$ cat config.mk
export PLATFORM = sky130hd
export DESIGN_NAME = button_conditioner
export DESIGN_NICKNAME = d
export VERILOG_FILES = /design/src/rtl/game_pkg.sv /design/src/rtl/btn_channel.sv /design/src/rtl/button_conditioner.sv
export SDC_FILE = /design/constraint.sdc
export NUM_CORES = 1
export LEC_CHECK = 0
export CORE_UTILIZATION = 52
export DETAILED_ROUTE_END_ITERATION = 12
export GPL_TIMING_DRIVEN = 1
export PLACE_DENSITY = 0.77
export SYNTH_ARGS = -nofsm -noshare
export SYNTH_HDL_FRONTEND = slang
export SYNTH_SLANG_ARGS = --single-unit
$ cat constraint.sdc
create_clock -name clk -period 5 [get_ports clk]
set_input_delay 1 -clock clk [delete_from_list [all_inputs] [get_ports clk]]
set_output_delay 1 -clock clk [all_outputs]
set_load 0.05 [all_outputs]
$ cat src/rtl/game_pkg.sv
// rtl/game_pkg.sv - shared button indices, clock rate and auto-repeat state encodings
package game_pkg;

    localparam int BTN_UP    = 3;
    localparam int BTN_DOWN  = 2;
    localparam int BTN_LEFT  = 1;
    localparam int BTN_RIGHT = 0;

    localparam int CLK_HZ = 100_000_000;

    localparam logic [1:0] RPT_IDLE   = 2'd0;
    localparam logic [1:0] RPT_DELAY  = 2'd1;
    localparam logic [1:0] RPT_REPEAT = 2'd2;

endpackage

$ cat src/rtl/btn_channel.sv
// rtl/btn_channel.sv - one button: 2-FF synchronizer, counter debounce, press pulse and auto-repeat
module btn_channel
    import game_pkg::*;
#(
    parameter int DEBOUNCE_CYCLES = 1_000_000,
    parameter int REPEAT_DELAY    = 50_000_000,
    parameter int REPEAT_PERIOD   = 15_000_000,
    parameter int CNT_W           = 27
) (
    input  logic clk,
    input  logic reset,
    input  logic raw_n,
    output logic pulse,
    output logic held
);

    localparam logic [CNT_W-1:0] DB_LAST     = CNT_W'(DEBOUNCE_CYCLES - 1);
    localparam logic [CNT_W-1:0] DELAY_LAST  = CNT_W'((REPEAT_DELAY > 0) ? REPEAT_DELAY - 1 : 0);
    localparam logic [CNT_W-1:0] PERIOD_LAST = CNT_W'(REPEAT_PERIOD - 1);
    localparam logic             REPEAT_EN   = (REPEAT_DELAY > 0);

    logic             s1_q, s2_q;
    logic             stable_q, stable_d;
    logic [CNT_W-1:0] db_cnt_q, db_cnt_d;
    logic [1:0]       state_q, state_d;
    logic [CNT_W-1:0] rpt_cnt_q, rpt_cnt_d;
    logic             pulse_q, pulse_d;
    logic             pressed_s, rise, fall;

    assign pressed_s = ~s2_q;

    always_comb begin
        stable_d = stable_q;
        db_cnt_d = '0;
        if (pressed_s != stable_q) begin
            if (db_cnt_q == DB_LAST) begin
                stable_d = pressed_s;
            end else begin
                db_cnt_d = db_cnt_q + CNT_W'(1);
            end
        end
    end

    assign rise = stable_d & ~stable_q;
    assign fall = ~stable_d & stable_q;

    // A debounced release always wins over a repeat pulse due in the same cycle.
    always_comb begin
        state_d   = state_q;
        rpt_cnt_d = rpt_cnt_q;
        pulse_d   = 1'b0;
        if (fall) begin
            state_d   = RPT_IDLE;
            rpt_cnt_d = '0;
        end else if (rise) begin
            pulse_d   = 1'b1;
            rpt_cnt_d = '0;
            state_d   = REPEAT_EN ? RPT_DELAY : RPT_IDLE;
        end else begin
            case (state_q)
                RPT_DELAY, RPT_REPEAT: begin
                    if (rpt_cnt_q == ((state_q == RPT_DELAY) ? DELAY_LAST : PERIOD_LAST)) begin
                        pulse_d   = 1'b1;
                        rpt_cnt_d = '0;
                        state_d   = RPT_REPEAT;
                    end else begin
                        rpt_cnt_d = rpt_cnt_q + CNT_W'(1);
                    end
                end
                default: begin
                    state_d   = RPT_IDLE;
                    rpt_cnt_d = '0;
                end
            endcase
        end
    end

    always_ff @(posedge clk) begin
        if (reset) begin
            s1_q      <= 1'b1;
            s2_q      <= 1'b1;
            stable_q  <= 1'b0;
            db_cnt_q  <= '0;
            state_q   <= RPT_IDLE;
            rpt_cnt_q <= '0;
            pulse_q   <= 1'b0;
        end else begin
            s1_q      <= raw_n;
            s2_q      <= s1_q;
            stable_q  <= stable_d;
            db_cnt_q  <= db_cnt_d;
            state_q   <= state_d;
            rpt_cnt_q <= rpt_cnt_d;
            pulse_q   <= pulse_d;
        end
    end

    assign pulse = pulse_q;
    assign held  = stable_q;

endmodule

$ cat src/rtl/button_conditioner.sv
// rtl/button_conditioner.sv - conditions the four active-low game buttons feeding VGADemo
module button_conditioner
    import game_pkg::*;
#(
    parameter int DEBOUNCE_CYCLES = 1_000_000,
    parameter int REPEAT_DELAY    = 50_000_000,
    parameter int REPEAT_PERIOD   = 15_000_000,
    parameter int CNT_W           = 27
) (
    input  logic       clk,
    input  logic       reset,
    input  logic       up,
    input  logic       down,
    input  logic       left,
    input  logic       right,
    output logic       up_pulse,
    output logic       down_pulse,
    output logic       left_pulse,
    output logic       right_pulse,
    output logic [3:0] btn_held
);

    logic [3:0] raw_n;
    logic [3:0] pulse;

    assign raw_n[BTN_UP]    = up;
    assign raw_n[BTN_DOWN]  = down;
    assign raw_n[BTN_LEFT]  = left;
    assign raw_n[BTN_RIGHT] = right;

    for (genvar i = 0; i < 4; i++) begin : g_ch
        btn_channel #(
            .DEBOUNCE_CYCLES(DEBOUNCE_CYCLES),
            .REPEAT_DELAY   (REPEAT_DELAY),
            .REPEAT_PERIOD  (REPEAT_PERIOD),
            .CNT_W          (CNT_W)
        ) u_ch (
            .clk  (clk),
            .reset(reset),
            .raw_n(raw_n[i]),
            .pulse(pulse[i]),
            .held (btn_held[i])
        );
    end

    assign up_pulse    = pulse[BTN_UP];
    assign down_pulse  = pulse[BTN_DOWN];
    assign left_pulse  = pulse[BTN_LEFT];
    assign right_pulse = pulse[BTN_RIGHT];

endmodule
==> reports/metrics.csv, run 1 <==
metric,value,unit
Max Freq,0.2969,GHz
skew final,0.01277,ns
post-layout minimum cycle time,3.368,ns
worst skew pair latency,0.53,ns
"top cells by count, synth","240 x dfxtp_1, 101 x nor3_1, 84 x nand2_1, 76 x nor2_1, 73 x nand3_1",
Initial Util,53.41,%
HPWL Detailed,15.40,mm
final hold vios,0,
post-synthesis sequential area ratio,40.96,%
initial antenna violation count,0,
RSZ-0062 raised after global routing,no,
clock root cell,clkbuf_16,
post-synth top area share,40.96,%
Yosys top cell by area,dfxtp_1,
power consumption,3887,uW
Post-synth EDFFs,0,
post-route clock period utilization,67.36,%
antenna-violating nets left,0,
top_reg_cell synth,dfxtp_1,
status,"complete, no violations",
"delay-heaviest family, CP",simple AND/OR/NAND/NOR gates,
required time worst endpoint,5.43,ns
CTS sink count,240,
die area,23160,um^2
layout cell share with drive strength beyond 1,7.101,%
Mapped Cells,1351,
CTS Hold Bufs,0,
Critical Path Max Stage Delay,0.58,ns
final core utilization,58.55,%
final-report max-slew violation count,0,
final setup TNS,0,ns
"Cell Chain, Critical Path",ha_1 -> and4_1 -> nand2_1 -> nor3_1 -> mux2_2 -> ha_1 -> nor2_1 -> nand2_1 -> a211oi_1,
WL final,23.59,mm
Vias/cell,6.047,
total grt overflow,0,
CTS tree,done,
row cnt,54,
Max Cap Viol,0,
"Area growth, synth to finish",9.622,%
vias in the first global route,9022,
Area contributors post-synth,"dfxtp_1 41%, xnor2_1 5.1%, nor3_1 4.3%",
crit start category,flop,
Die Y,152.2,um
via count,9869,
Tightest Pin Transition,1.165,ns
Die W,152.2,um
DRC errors left,0,
first-pass GRT wire length,41.32,mm
Buf/Inv on CP,0,
Yosys cell types,60,
Hold Slack,0.4116,ns
IO Count,14,
post_cts resized,0,
"count leader, synth",dfxtp_1,
Mapped Area,11730,um^2
total CTS buffers,26,
"Arr. time, crit path",3.80,ns
Clock Tree Buf Depth,3,
Hold Crit Class,flop to flop,
global placer's final weighted congestion,0.8259,
FILL cells,1907,
maximum vdd drop,0.0002423,V
Layout Nets,1358,
Worst slew margin,22.11,%
Antenna Cells,0,
initial detailed-routing violation count,538,
post-synth net total,1377,
CP max-delay cell,nand2_1,
WL per Instance,14.45,um
largest net degree at the start of global routing,30,
"FFs w/ async S/R, synth",0,%
Setup crit end kind,flop,
crit path kind,flop to flop,
Detailed Routing Iterations Pass 1,5,
pwr dens,302.4,nW/um^2
core area,21960,um^2
"Avg Cell Area, Syn",8.682,um^2
"CTS clk-pin slew, worst paths",0.06,ns
Synth Warn #,0,
buffer count from post-CTS setup fixing,0,
Yosys reg bits,240,
H-tree levels,1,
crit-path max FO,27,
leakage power,0.003472,uW
final number of setup-violating endpoints,0,
Total GRT Usage,20.46,%
IO Port Bufs,13,
[cells in the final DEF, fill, tap and decap left out, types with 34 or more instances in the layout]
cell	n
nand3_1	73
a21oi_1	38
o31ai_1	45
dfxtp_1	240
nor2_1	76
nor4_1	34
nand2_1	84
or4_1	59
or3_1	59
a211oi_1	62
o21ai_0	56
inv_1	43
nand4_1	53
nor3_1	100
xor2_1	38
xnor2_1	68
[worst register-to-register path, cell delays in order, from the launching register on]
cell	delay [ns]
dfxtp_1	0.37
ha_1	0.24
and4_1	0.26
nand2_1	0.12
nor3_1	0.44
mux2_2	0.40
ha_1	0.22
nor2_1	0.19
nand2_1	0.58
a211oi_1	0.45
[metal layers]
| layer | wire length, um | vias up | GRT usage [%] |
|---|---|---|---|
| met2 | 11040 | 163 | 34.43 |
| li1 | - | 5050 | - |
| met4 | 541 | 0 | 6.171 |
| met1 | 11100 | 4615 | 27.11 |
| met3 | 908 | 41 | 3.015 |
| met5 | 0 | - | 0 |
[cells by family after synthesis]
logic type	synth area share, %
and+or+nand+nor	31.05
adders and majority gates	2.134
AOI/OAI and AO/OA	13.08
DFF	40.96
xor gates and xnor gates	7.916
muxes	0.7361
buffers and inverters	4.118
[path summary, 6_finish.rpt]
check | startpoint | endpoint | slack (ns) | cells past startpoint
worst max-delay path | g_ch[1].u_ch.db_cnt_q[0] | g_ch[1].u_ch.rpt_cnt_q[22] | 1.63 | 9
worst min-delay path | g_ch[0].u_ch.s1_q | g_ch[0].u_ch.s2_q | 0.41 | 1
worst max register to register | g_ch[1].u_ch.db_cnt_q[0] | g_ch[1].u_ch.rpt_cnt_q[22] | 1.63 | 9
worst min register to register | g_ch[0].u_ch.s1_q | g_ch[0].u_ch.s2_q | 0.41 | 1
[registers in the layout, indices dropped and copies added, names as in the netlist]
register / cells
g_ch.u_ch.db_cnt_q: 108
g_ch.u_ch.held: 4
g_ch.u_ch.pulse: 4
g_ch.u_ch.rpt_cnt_q: 108
g_ch.u_ch.s1_q: 4
g_ch.u_ch.s2_q: 4
g_ch.u_ch.state_q: 8
[metrics by stage]
step | cell area, um^2 | worst slack, ns | instances
3_3_place_gp | 11970 | 1.773 | 1584
4_1_cts | 12860 | 1.581 | 1632
3_5_place_dp | 11970 | 1.574 | 1584
6_report | 12860 | 1.632 | 1632
2_1_floorplan | 11730 | 1.919 | 1351
5_1_grt | 12860 | 1.256 | 1632
[report_power, final]
group	total [uW]	internal, uW	switching, uW
Sequential	1920	1920	2.59
Combinational	27.1	9.36	17.7
Clock	1940	1150	789
Total	3890	3080	810
[layout make-up]
type	count	area [um^2]	share of cell area [%]
tap	280	350.3	2.725
clock inverter	14	146.4	1.139
inverter	43	161.4	1.255
timing repair buffer	21	190.2	1.479
multi-input combinational	1000	6464	50.27
sequential	240	4805	37.37
clock buffer	34	740.7	5.761
(Power assumes the default switching activity.)
==> run 2, diff against run 1 <==
PLACE_DENSITY = 0.8   (was 0.77)
clock period = 3 ns   (was 5 ns; I/O delays follow)
==> run 2 against run 1 <==
  * Routed wire length up 2.9%
  * Die area stayed put
  * Cell count grew 1.2%
  * Cell area rose by 1.2%
  * Via count increased by 1.6%
  * Clock skew grew 0.0036 ns
  * First-iteration DRC count rose by 17%
  * Largest cell class unchanged
  * Highest routed layer unchanged
==> reports/metrics.csv, run 2 (synthesis gave the netlist of run 1 again) <==
metric,value,unit,change
Die Y,152.2,um,unchanged
Initial Util,53.41,%,unchanged
"delay-heaviest family, CP",simple AND/OR/NAND/NOR gates,,
post_cts resized,0,,unchanged
first-pass GRT wire length,41.79,mm,+1.1%
crit path kind,flop to flop,,
DRC errors left,0,,unchanged
WL final,24.27,mm,+2.9%
pwr dens,492.2,nW/um^2,+63%
Hold Crit Class,flop to flop,,
Antenna Cells,0,,unchanged
Max Cap Viol,0,,unchanged
layout cell share with drive strength beyond 1,8.680,%,+1.6 points
skew final,0.01632,ns,+0.003552 ns
WP depth,9,,unchanged
Tightest Pin Transition,1.019,ns,-0.1457 ns
"Area growth, synth to finish",10.96,%,
crit-path max FO,18,,-33%
Vias/cell,6.071,,+0.40%
required time worst endpoint,3.43,ns,-2.00 ns
total CTS buffers,26,,unchanged
worst skew pair latency,0.53,ns,about the same
"CTS clk-pin slew, worst paths",0.06,ns,about the same
core area,21960,um^2,unchanged
via count,10020,,+1.6%
CTS tree,done,,
antenna-violating nets left,0,,unchanged
final setup TNS,0,ns,unchanged
Critical Path Max Stage Delay,0.45,ns,-0.13 ns
top flop regs,"g_ch.u_ch.db_cnt_q: 108 flops, g_ch.u_ch.rpt_cnt_q: 108 flops, g_ch.u_ch.state_q: 8 flops",,
IO Count,14,,unchanged
CTS sink count,240,,unchanged
CP max-delay cell,or4_4,,
maximum vdd drop,0.0005611,V,+130%
Max Freq,0.3541,GHz,+19%
Hold Path Stages,1,,unchanged
vias in the first global route,9160,,+1.5%
buffer count from post-CTS setup fixing,0,,unchanged
final hold vios,0,,unchanged
clock root cell,clkbuf_16,,
most frequent cells in the layout,"238 x dfxtp_1, 99 x nor3_1, 84 x nand2_1",,
worst reg-to-reg path cell count,9,,unchanged
"most common cell after layout, fill and taps aside",dfxtp_1,,
post-route clock period utilization,94.13,%,+27 points
final number of setup-violating endpoints,0,,unchanged
Layout Nets,1377,,+1.4%
largest net degree at the start of global routing,30,,unchanged
"Cell Chain, Critical Path",nand4_1 -> or4_4 -> nor3_4 -> mux2_2 -> ha_1 -> or3_1 -> a41o_1 -> buf_4 -> nor3_1,,
post-layout minimum cycle time,2.824,ns,-0.5442 ns
Worst slew margin,31.67,%,+9.6 points
crit start category,flop,,
IO Port Bufs,13,,unchanged
Clock Tree Buf Depth,3,,unchanged
initial detailed-routing violation count,628,,+17%
FF/Latch Area,4807,um^2,about the same
Detailed Routing Iterations Pass 1,5,,unchanged
"Arr. time, crit path",3.25,ns,-0.55 ns
status,"complete, no violations",,
final-report max-slew violation count,0,,unchanged
Setup crit end kind,flop,,
leakage power,0.003588,uW,+3.3%
die area,23160,um^2,unchanged
area of the multi-input gates,6491,um^2,+0.43%
total grt overflow,0,,unchanged
Buf/Inv on CP,1,,+1
global placer's final weighted congestion,0.8290,,+0.38%
H-tree levels,1,,unchanged
FILL cells,1875,,-1.7%
row cnt,54,,unchanged
WL per Instance,14.70,um,+1.7%
Hold Slack,0.4089,ns,-0.002634 ns
Total GRT Usage,20.59,%,+0.13 points
Die W,152.2,um,unchanged
CTS Hold Bufs,0,,unchanged
HPWL Detailed,16.10,mm,+4.5%
initial antenna violation count,0,,unchanged
==> run 2: stage by stage <==
step / instance area (um^2) / total power [uW] / worst slack (ns) / std cells / util, %
2_1_floorplan: 11740 / 3297 / 0.001460 / 1351 / -
3_3_place_gp: 12130 / 3319 / 0.2434 / 1603 / 55.25
3_5_place_dp: 12130 / 3321 / 0.1656 / 1603 / 55.25
4_1_cts: 12990 / 6468 / 0.1015 / 1651 / 59.16
5_1_grt: 13010 / 6605 / -0.02501 / 1651 / 59.27
6_report: 13010 / 6406 / 0.1762 / 1651 / 59.27
==> run 2: worst paths after layout <==
kind / from / to / slack (ns)
worst max register to register: g_ch[2].u_ch.db_cnt_q[18] / g_ch[2].u_ch.rpt_cnt_q[10] / 0.18
worst max-delay path: g_ch[2].u_ch.db_cnt_q[18] / g_ch[2].u_ch.rpt_cnt_q[10] / 0.18
worst min register to register: g_ch[2].u_ch.s1_q / g_ch[2].u_ch.s2_q / 0.41
worst min-delay path: g_ch[2].u_ch.s1_q / g_ch[2].u_ch.s2_q / 0.41
==> run 2: routing by layer <==
layer / up-vias / global-route usage [%] / share of wire, % / wire, um
li1: 5075 / - / - / -
met1: 4752 / 27.14 / 47 / 11390
met2: 170 / 35.26 / 48 / 11690
met3: 27 / 2.901 / 3.5 / 857
met4: 0 / 5.491 / 1.4 / 337
met5: - / 0 / 0 / 0
==> run 2: layout make-up <==
cell class / instances / area share, %
Multi-Input combinational cell: 1000 / 49.88
Sequential cell: 240 / 36.94
Clock buffer: 34 / 5.538
Tap cell: 280 / 2.692
Timing Repair Buffer: 40 / 2.654
Inverter: 43 / 1.240
Clock inverter: 14 / 1.058
==> run 2: worst reg2reg max path, cell delays in order, from the launching register on <==
cell	delay [ns]
dfxtp_1	0.38
nand4_1	0.15
or4_4	0.45
nor3_4	0.19
mux2_2	0.36
ha_1	0.21
or3_1	0.33
a41o_1	0.23
buf_4	0.20
nor3_1	0.23
==> run 2: report_power, final <==
group	switching [uW]	internal [uW]
Combinational	32.3	19.5
Sequential	4.47	3190
Clock	1290	1870
==> run 3, diff against run 2 <==
GPL_ROUTABILITY_DRIVEN = 0   (was default)
==> results of run 3 <==
The final DEF is identical to that of run 2; final timing and power are the same.
